File: src/rtl/wb_pkg.sv
// Shared definitions for the Wishbone classic initiator: FSM encoding,
// full-word select constant and error causes.
package wb_pkg;

  typedef enum logic [1:0] {
    IDLE = 2'd0,
    BUS  = 2'd1,
    DONE = 2'd2
  } wb_state_e;

  localparam int unsigned WB_SEL_W = 4;
  localparam logic [WB_SEL_W-1:0] WB_SEL_ALL = '1;

  // Kept as a register in the master so a debug status register can expose it later.
  typedef enum logic [1:0] {
    ERR_NONE     = 2'd0,
    ERR_BUS      = 2'd1,
    ERR_TIMEOUT  = 2'd2,
    ERR_MISALIGN = 2'd3
  } wb_err_cause_e;

endpackage

File: src/rtl/wb_timeout_counter.sv
// Counts cycles spent waiting on the bus; flags the final allowed cycle.
// A TIMEOUT_CYCLES of 0 disables the timeout entirely.
module wb_timeout_counter #(
  parameter int unsigned TIMEOUT_CYCLES = 64
) (
  input  logic CLK_I,
  input  logic RST_I,
  input  logic clear,
  input  logic enable,
  output logic expired
);

  localparam bit          ENABLED = (TIMEOUT_CYCLES != 0);
  localparam int unsigned CNT_W   = (TIMEOUT_CYCLES > 2) ? $clog2(TIMEOUT_CYCLES) : 1;
  localparam logic [CNT_W-1:0] LAST = CNT_W'((TIMEOUT_CYCLES > 0) ? TIMEOUT_CYCLES - 1 : 0);

  logic [CNT_W-1:0] count;

  assign expired = ENABLED && enable && (count == LAST);

  // NOTE: sequential state uses non-blocking assignments so every flop samples pre-edge values.
  always_ff @(posedge CLK_I or negedge RST_I) begin
    if (!RST_I) begin
      count <= '0;
    end else if (clear) begin
      count <= '0;
    end else if (ENABLED && enable && !expired) begin
      count <= count + 1'b1;
    end
  end

endmodule

File: src/rtl/wishbone_master.sv
// Wishbone classic single-transfer initiator: turns one valid/ready CPU
// request into one CYC/STB cycle, with misalignment check and bus timeout.
module wishbone_master
  import wb_pkg::*;
#(
  parameter int unsigned ADDR_W         = 32,
  parameter int unsigned DATA_W         = 32,
  parameter int unsigned TIMEOUT_CYCLES = 64
) (
  input  logic                CLK_I,
  input  logic                RST_I,
  input  logic                req_valid,
  output logic                req_ready,
  input  logic                req_we,
  input  logic [ADDR_W-1:0]   req_addr,
  input  logic [DATA_W-1:0]   req_wdata,
  input  logic [DATA_W/8-1:0] req_sel,
  output logic                rsp_valid,
  output logic [DATA_W-1:0]   rsp_rdata,
  output logic                rsp_err,
  output logic                CYC_O,
  output logic                STB_O,
  output logic                WE_O,
  output logic [ADDR_W-1:0]   ADR_O,
  output logic [DATA_W-1:0]   DAT_O,
  output logic [DATA_W/8-1:0] SEL_O,
  input  logic [DATA_W-1:0]   DAT_I,
  input  logic                ACK_I,
  input  logic                ERR_I
);

  wb_state_e     state;
  wb_err_cause_e err_cause;
  logic          misaligned;
  logic          timed_out;
  logic          bus_end;

  // Only full-word accesses must be word aligned; narrower lane selects may sit anywhere.
  assign misaligned = (req_addr[1:0] != 2'b00) && (&req_sel);
  assign req_ready  = (state == IDLE);
  assign rsp_err    = (err_cause != ERR_NONE);
  assign bus_end    = (state == BUS) && (ACK_I || ERR_I || timed_out);

  wb_timeout_counter #(
    .TIMEOUT_CYCLES(TIMEOUT_CYCLES)
  ) u_timeout (
    .CLK_I  (CLK_I),
    .RST_I  (RST_I),
    .clear  ((state != BUS) || bus_end),
    .enable (state == BUS),
    .expired(timed_out)
  );

  // NOTE: every output flop is in the async reset so a reset mid-cycle drops CYC/STB without a clock.
  always_ff @(posedge CLK_I or negedge RST_I) begin
    if (!RST_I) begin
      state     <= IDLE;
      err_cause <= ERR_NONE;
      rsp_valid <= 1'b0;
      rsp_rdata <= '0;
      CYC_O     <= 1'b0;
      STB_O     <= 1'b0;
      WE_O      <= 1'b0;
      ADR_O     <= '0;
      DAT_O     <= '0;
      SEL_O     <= '0;
    end else begin
      case (state)
        IDLE: begin
          rsp_valid <= 1'b0;
          err_cause <= ERR_NONE;
          if (req_valid) begin
            if (misaligned) begin
              err_cause <= ERR_MISALIGN;
              rsp_valid <= 1'b1;
              state     <= DONE;
            end else begin
              CYC_O <= 1'b1;
              STB_O <= 1'b1;
              WE_O  <= req_we;
              ADR_O <= req_addr;
              DAT_O <= req_wdata;
              SEL_O <= req_sel;
              state <= BUS;
            end
          end
        end

        BUS: begin
          if (bus_end) begin
            if (ERR_I) begin
              err_cause <= ERR_BUS;
            end else if (ACK_I) begin
              err_cause <= ERR_NONE;
              if (!WE_O) begin
                rsp_rdata <= DAT_I;
              end
            end else begin
              err_cause <= ERR_TIMEOUT;
            end
            rsp_valid <= 1'b1;
            CYC_O     <= 1'b0;
            STB_O     <= 1'b0;
            WE_O      <= 1'b0;
            ADR_O     <= '0;
            DAT_O     <= '0;
            SEL_O     <= '0;
            state     <= DONE;
          end
        end

        DONE: begin
          rsp_valid <= 1'b0;
          err_cause <= ERR_NONE;
          state     <= IDLE;
        end

        default: begin
          state <= IDLE;
        end
      endcase
    end
  end

endmodule

File: config.mk
export PLATFORM = sky130hd
export DESIGN_NAME = wishbone_master
export DESIGN_NICKNAME = d
export VERILOG_FILES = /design/src/rtl/wb_pkg.sv /design/src/rtl/wb_timeout_counter.sv /design/src/rtl/wishbone_master.sv
export SDC_FILE = /design/constraint.sdc
export NUM_CORES = 1
export LEC_CHECK = 0
export BUFFER_PORTS_ARGS = -buffer_cell sky130_fd_sc_hd__buf_2
export CAP_MARGIN = 20
export CORE_MARGIN = 4
export CORE_UTILIZATION = 46
export DETAILED_ROUTE_END_ITERATION = 7
export GPL_TIMING_DRIVEN = 0
export PLACE_DENSITY = 0.92
export SETUP_SLACK_MARGIN = 0.15
export SYNTH_ARGS = -nofsm -noshare
export SYNTH_HDL_FRONTEND = slang
export SYNTH_SLANG_ARGS = --single-unit
export TNS_END_PERCENT = 10
File: constraint.sdc
create_clock -name CLK_I -period 2.33 [get_ports CLK_I]
set_clock_uncertainty 0.1 [all_clocks]
set_input_delay 0.233 -clock CLK_I [delete_from_list [all_inputs] [get_ports CLK_I]]
set_output_delay 0.233 -clock CLK_I [all_outputs]
set_load 0.01 [all_outputs]
**Word level (Yosys, flattened, before mapping)**

Index checks and enable logic that the tools add are counted.

- Add/subtract/negate cells: 1
- Reductions and logical operators: 19
- Bitwise gates (word level): 2
- Equal/unequal tests: 7
- Multiplexer cells: 34

Operators with widths:

| kind | count |
|---|---|
| 32-bit 2-to-1 mux | 5 |
| 32-bit one-hot mux with 2 select lines | 2 |
| 2-bit 2-to-1 mux | 8 |
| 4-bit 2-to-1 mux | 3 |
| 6-bit 2-to-1 mux | 2 |
| 1-bit 2-to-1 mux | 8 |
| 4-bit one-hot mux with 2 select lines | 1 |
| 4-bit AND reduction | 2 |
| 2-bit nonzero test | 4 |
| 6-bit by 1-bit adder with 6-bit output, second input constant | 1 |
| 6-bit == test, second input constant | 1 |
| 2-bit inequality test, second input constant | 3 |
| 2-bit one-hot mux with 3 select lines | 1 |
| 5-bit AND reduction | 1 |
| 1-bit logical AND | 4 |
| 1-bit one-hot mux with 2 select lines | 2 |
| 2-bit one-hot mux with 2 select lines | 1 |
| 2-bit AND reduction | 2 |
| 1-bit logical OR | 3 |
| 1-bit one-hot mux with 3 select lines | 1 |
| 3-bit nonzero test | 1 |
| 2-bit by 1-bit == test with 1-bit output, second input constant | 1 |
| 2-bit == test, second input constant | 1 |
| 2-bit zero test | 1 |
| other kinds (3) | 4 |

- Flip-flop bits (word level): 113
- Logic and storage cells: 73
- Output and inout port bits: 106
- Input bits: 106

**Depth between registers and ports, before layout**

- Word-level depth: 6
- Depth in mapped cells: 7

**Hierarchy**

From an unflattened synthesis, not the netlist that was laid out.

- Cells, all modules: 309
- Area total of the unflattened synthesis: 4429.2 um^2

By module, submodules not included:

| module | cells each | times used | area an instance (um^2) | sequential area each (um^2) |
|---|---|---|---|---|
| wishbone_master | 267 | 1 | 4055.1 | 2677.6 |
| wb_timeout_counter | 42 | 1 | 374.1 | 150.1 |

**Least setup slack after synthesis**

OpenSTA, ideal clock, no wires.

- Path type: register to register
- Start point: reg state[1]
- End point: reg rsp_rdata[0]
- Buffers on the path: 2
- Cell stages (with the launch flop): 7
- Library setup time: 0.125 ns
- Slack: 0.545 ns
- Clock period less this slack: 1.785 ns
- Data arrival time: 1.561 ns
- Cells stage by stage: dfrtp_1 inv_1 ha_1 and4bb_2 clkbuf_2 buf_4 mux2_2

- Cells in the longest elaborated chain, start to end: 5

RTL lines:

| item | line | text |
|---|---|---|
| start: declaration | wishbone_master.sv:32 | `wb_state_e state;` |
| start signal: assignment | wishbone_master.sv:57 | `state <= IDLE;` |
| start signal: assignment | wishbone_master.sv:76 | `state <= DONE;` |
| start signal: assignment | wishbone_master.sv:84 | `state <= BUS;` |
| 2-bit by 1-bit == test with 1-bit output (*) | wishbone_master.sv:42, wishbone_master.sv:50, wishbone_master.sv:68 |  |
| 1-bit logical AND | wb_timeout_counter.sv:19 | `assign expired = ENABLED && enable && (count == LAST);` |
| 1-bit logical OR | wishbone_master.sv:42 | `assign bus_end = (state == BUS) && (ACK_I \|\| ERR_I \|\| timed_out);` |
| 1-bit logical AND | wishbone_master.sv:42 |  |
| 5-bit AND reduction (no source line) (*) | - |  |
| end signal: assignment | wishbone_master.sv:60 | `rsp_rdata <= '0;` |
| end signal: assignment | wishbone_master.sv:96 | `rsp_rdata <= DAT_I;` |
| end: declaration | wishbone_master.sv:19 | `output logic [DATA_W-1:0] rsp_rdata,` |

Mark *: on every way between the ends. The rest lies on a longest branch, timed or not.
A chain may end at the register's enable or synchronous reset.

**Worst setup path in the final report**

- Start point: reg state[0]
- End point: reg ADR_O[5]

- Cells in the longest elaborated chain, start to end: 6

RTL lines:

| item | line | text |
|---|---|---|
| 2-bit by 1-bit == test with 1-bit output | wishbone_master.sv:42, wishbone_master.sv:50, wishbone_master.sv:68 |  |
| 1-bit logical AND | wb_timeout_counter.sv:19 |  |
| 1-bit logical OR | wishbone_master.sv:42 |  |
| 1-bit logical AND | wishbone_master.sv:42 |  |
| 2-bit inequality test (no source line) | - |  |
| 4-bit AND reduction (no source line) | - |  |
| end signal: assignment | wishbone_master.sv:81 | `ADR_O <= req_addr;` |
| end: declaration | wishbone_master.sv:24 | `output logic [ADDR_W-1:0] ADR_O,` |

Several ways; a longest one is shown, not always the timed one.

==> results.md <==
Global route:
- The via count of the first global-routing pass was 4355.
- The first-pass GRT wire length is 22.8 mm.
- The met3 usage in global routing is 0.0846.
- The global-route track usage on met1 is 0.300.
- The number of antenna violations at the first check in global routing is 0.
- Entering global routing, the biggest net connects 61 pins.
- Summed over all layers, the global routing overflow is 0.
- The highest-utilization routing layer at the global route stage is met2.
- For met2 alone, demand over resource in global routing was 0.449.
- The all-layer global routing usage is 0.266.

Synth:
- The cell type with the highest aggregate area in the netlist is sky130_fd_sc_hd__dfrtp_1.
- The number of synthesis warnings is 0.
- The share of synthesized registers carrying an async set or reset is 1.00.
- After synthesis, the most frequently instantiated cells are sky130_fd_sc_hd__dfrtp_1, sky130_fd_sc_hd__a22o_1, sky130_fd_sc_hd__mux2_2.
- The most instantiated library cell after synthesis is sky130_fd_sc_hd__dfrtp_1.
- The register bit count reported by yosys is 113.
- The primary flip-flop cell chosen by synthesis mapping is sky130_fd_sc_hd__dfrtp_1.
- In this run the mean area of a mapped cell was 15.2 um^2.
- The number of nets handed over by synthesis was 395.
- Ranked by total cell area, the synthesized netlist is headed by sky130_fd_sc_hd__dfrtp_1, sky130_fd_sc_hd__a22o_1, sky130_fd_sc_hd__mux2_2.
- After synthesis, the netlist uses 33 different library cells.
- The number of flops mapped to enable cells by yosys is 0.
- The share of synthesized area in the top cell type comes to 0.653.
- The total standard cell area after synthesis is 4330 um^2.
- The cell count after synthesis came out at 285.
- The sequential-to-total area share from yosys stat is 0.653.

Clocking:
- TritonCTS created 17 clock buffers.
- The H-tree generated during clock tree synthesis spans 4 levels.
- Buffers added to address setup during post-CTS repair amount to 0.
- Counting every sink on the clock net gives 113.
- The longest clock path from root to sink contains 2 buffers.
- At the later pin of the worst-skew pair, clock insertion delay measures 0.49 ns.
- CTS placed an instance of sky130_fd_sc_hd__clkbuf_8 at the clock tree root.
- TritonCTS built the clock tree.
- The clock-pin slew reported for the worst setup and hold paths after clock tree synthesis is 0.06 ns.

Layout:
- 0 antenna diodes ended up in the layout.
- The synthesis-to-layout area growth is 66.6%.
- The final-layout fill cell count is 494.
- The ratio of cells with drive above 1 in the final layout is 0.477.
- Registers take 2830 um^2.
- Summing all multi-input logic gate instances after layout gives 1350 um^2.
- At the end of the flow, the number of nets in the layout was 730.
- The post-route standard cell area excluding fillers is 7210 um^2.

Drt:
- The total DRC errors in the routed layout is 0.
- In this run the remaining antenna-violating nets after routing total 0.
- The final wirelength is 14.4 mm.
- In the final routed layout, each cell accounts on average for 19.4 um.
- For this run, the detailed router's first-pass iteration total came to 4.
- The number of vias per cell after detailed routing is 5.27.
- After the first detailed-routing iteration, the DRC count stood at 202.
- The number of vias in the routed layout is 3923.

Place:
- The pre-CTS setup slack is -0.0222 ns.
- The post-placement cell area is 5550 um^2.
- The count of buffers inserted at the top-level ports is 211.
- Once detailed placement completed, the half-perimeter wirelength came to 8.36 mm.
- At the end of routability-driven placement, the weighted congestion stood at 0.811.

STA:
- In the finished design, the share of the clock period the worst path needs comes to 0.901.
- The worst path meets setup with 0.230 ns of slack.
- Adding up every negative setup slack in the final design gives 0 ns.
- Setup violations remaining at the end of the flow were counted as 0.
- The number of pins exceeding their max-slew limit in the final report came to 0.
- The final hold violation count is 0.
- Measured against its own limit, the worst slew margin works out to 0.536.
- Derived from the worst setup path, the maximum achievable clock frequency is 476 MHz.
- The final critical path time including I/O delays and setup is 2.10 ns.
- The slew at the pin closest to its max-slew limit is 0.696 ns.
- Setup repair after global routing could not meet its margin everywhere.

Setup path:
- By startpoint and endpoint, the worst setup path is classified as flop to flop.
- The arrival time at the worst endpoint is 2.43 ns.
- The signal on the critical path passes through inv_1 -> ha_1 -> inv_1 -> nor3_4 -> clkbuf_1 -> a22o_1.
- The peak fanout along the critical path is 10.
- The kind of cell with the highest combined delay on the critical path is buffers and inverters.
- The required time of the critical path is 2.66 ns.
- The slowest stage of the critical path is the sky130_fd_sc_hd__clkbuf_1 cell.
- The worst setup path is captured at a flop.
- The kind of start point of the critical path is a flop.
- The number of buffer and inverter stages on the critical path is 3.
- The critical path runs through a total of 6 cells.
- The count of cells along the worst register-to-register path is 6.
- On the worst path, the slowest cell contributes a delay of 0.47 ns.
- The most frequent cell on the critical path is sky130_fd_sc_hd__inv_1.

Floorplan:
- The vertical extent of the die is 105 um.
- The region available for standard cell placement spans 9200 um^2.
- The number of core rows is 35.
- The I/O pin total is 212.
- The width of the die is 105 um.
- The area of the die is 11000 um^2.
- The initial core utilization is 0.471.

Pwr:
- The power density over cell area is 1290 nW/um^2.
- The peak supply drop is 0.688 mV.
- Summing internal, switching and leakage power gives 9290 uW.
- For this design the static power due to leakage is 0.00374 uW.

Worst hold path:
- The worst hold path belongs to the class primary input to flop.
- The worst hold path passes through 4 cells.

Status:
- The flow ran to the end, and the final reports show no timing, DRC or antenna violations.

Job:
- Max-cap violations in this run came to 0.
registers in the layout, indices dropped and copies added, names as in the netlist:
| register | flops |
|---|---|
| ADR_O | 32 |
| DAT_O | 32 |
| rsp_rdata | 32 |
| u_timeout.count | 6 |
| SEL_O | 4 |
| err_cause | 2 |
| state | 2 |
| STB_O | 1 |
| WE_O | 1 |
| rsp_valid | 1 |
layout make-up:
cell class / instances / area share
Sequential cell: 113 / 0.392
Buffer: 19 / 0.0200
Timing Repair Buffer: 316 / 0.295
Multi-Input combinational cell: 149 / 0.188
Clock inverter: 14 / 0.0248
Inverter: 4 / 0.00208
Tap cell: 111 / 0.0193
Clock buffer: 18 / 0.0593
layout by cell type (no fill, tap or decap), drive strengths merged:
| cell type | Yosys | layout |
|---|---|---|
| and4bb | 1 | 1 |
| mux2 | 35 | 35 |
| nand4 | 1 | 1 |
| o211a | 1 | 1 |
| dlygate4sd3 | 0 | 104 |
| o21ai | 8 | 8 |
| bufinv | 0 | 3 |
| nor3 | 1 | 1 |
| xnor2 | 1 | 1 |
| a21oi | 3 | 3 |
| inv | 4 | 8 |
| xor2 | 2 | 2 |
| or2 | 2 | 2 |
| clkinv | 0 | 4 |
| nand2 | 4 | 4 |
| clkinvlp | 0 | 3 |
| a22o | 70 | 70 |
| a21o | 1 | 1 |
| dfrtp | 113 | 113 |
| nand2b | 1 | 1 |
| or3b | 1 | 1 |
| clkbuf | 6 | 24 |
| or3 | 1 | 1 |
| nor2b | 2 | 2 |
| nor2 | 6 | 6 |
| nor3b | 1 | 1 |
| nand3 | 3 | 3 |
| ha | 4 | 4 |
| buf | 13 | 225 |
through the flow:
| stage | std cells | hold slack, ns | utilization |
|---|---|---|---|
| floorplan | 285 | -0.163 | - |
| CTS | 744 | 0.0171 | 0.784 |
| detailed placement | 608 | 0.220 | 0.604 |
| global route | 744 | 0.0437 | 0.784 |
| finish | 744 | 0.0302 | 0.784 |
| global placement | 607 | 0.346 | 0.601 |
worst reg2reg max path: stages, from the launching register on:
cell	delay (ns)
sky130_fd_sc_hd__dfrtp_1	0.42
sky130_fd_sc_hd__inv_1	0.08
sky130_fd_sc_hd__ha_1	0.22
sky130_fd_sc_hd__inv_1	0.10
sky130_fd_sc_hd__nor3_4	0.40
sky130_fd_sc_hd__clkbuf_1	0.47
sky130_fd_sc_hd__a22o_1	0.25
path summary, 6_finish.rpt:
| kind | startpoint | to | slack (ns) |
|---|---|---|---|
| worst max-delay path | state[0] | ADR_O[5] | 0.23 |
| worst min-delay path | ACK_I | u_timeout.count[1] | 0.03 |
| worst max register to register | state[0] | ADR_O[5] | 0.23 |
| worst min register to register | u_timeout.count[0] | u_timeout.count[0] | 0.37 |
| max in group asynchronous | RST_I | ADR_O[23] | 1.18 |
| min in group asynchronous | RST_I | rsp_rdata[17] | 0.23 |
kinds of logic (layout without fill, tap and decap cells):
logic type	count (synthesis)	after routing	share of synthesized area
compound gates	83	83	0.164
xor+xnor	3	3	0.00607
fa+ha+maj	4	4	0.0116
buf+inv	23	371	0.0364
flops	113	113	0.653
mux	35	35	0.0936
simple gates	24	24	0.0355
per-layer routing:
metal  share of wire  vias up  routed length (um)
met5               0        -                   0
li1                -     1736                   -
met4           0.037        0                 539
met2            0.50      235                7190
met1            0.38     1898                5500
met3           0.082       54                1180
report_power, final:
part / total (uW) / switching, uW / internal [uW]
Clock: 2610 / 941 / 1670
Sequential: 3280 / 505 / 2780
Combinational: 3390 / 1710 / 1680
repair_timing:
action / 4_1_cts / 5_1_grt
resized for setup: 2 / 1
setup endpoints to repair: 21 / 11
hold endpoints to repair: 156 / 0
hold buffers: 104 / 0
Power figures use the tool's default switching activity.
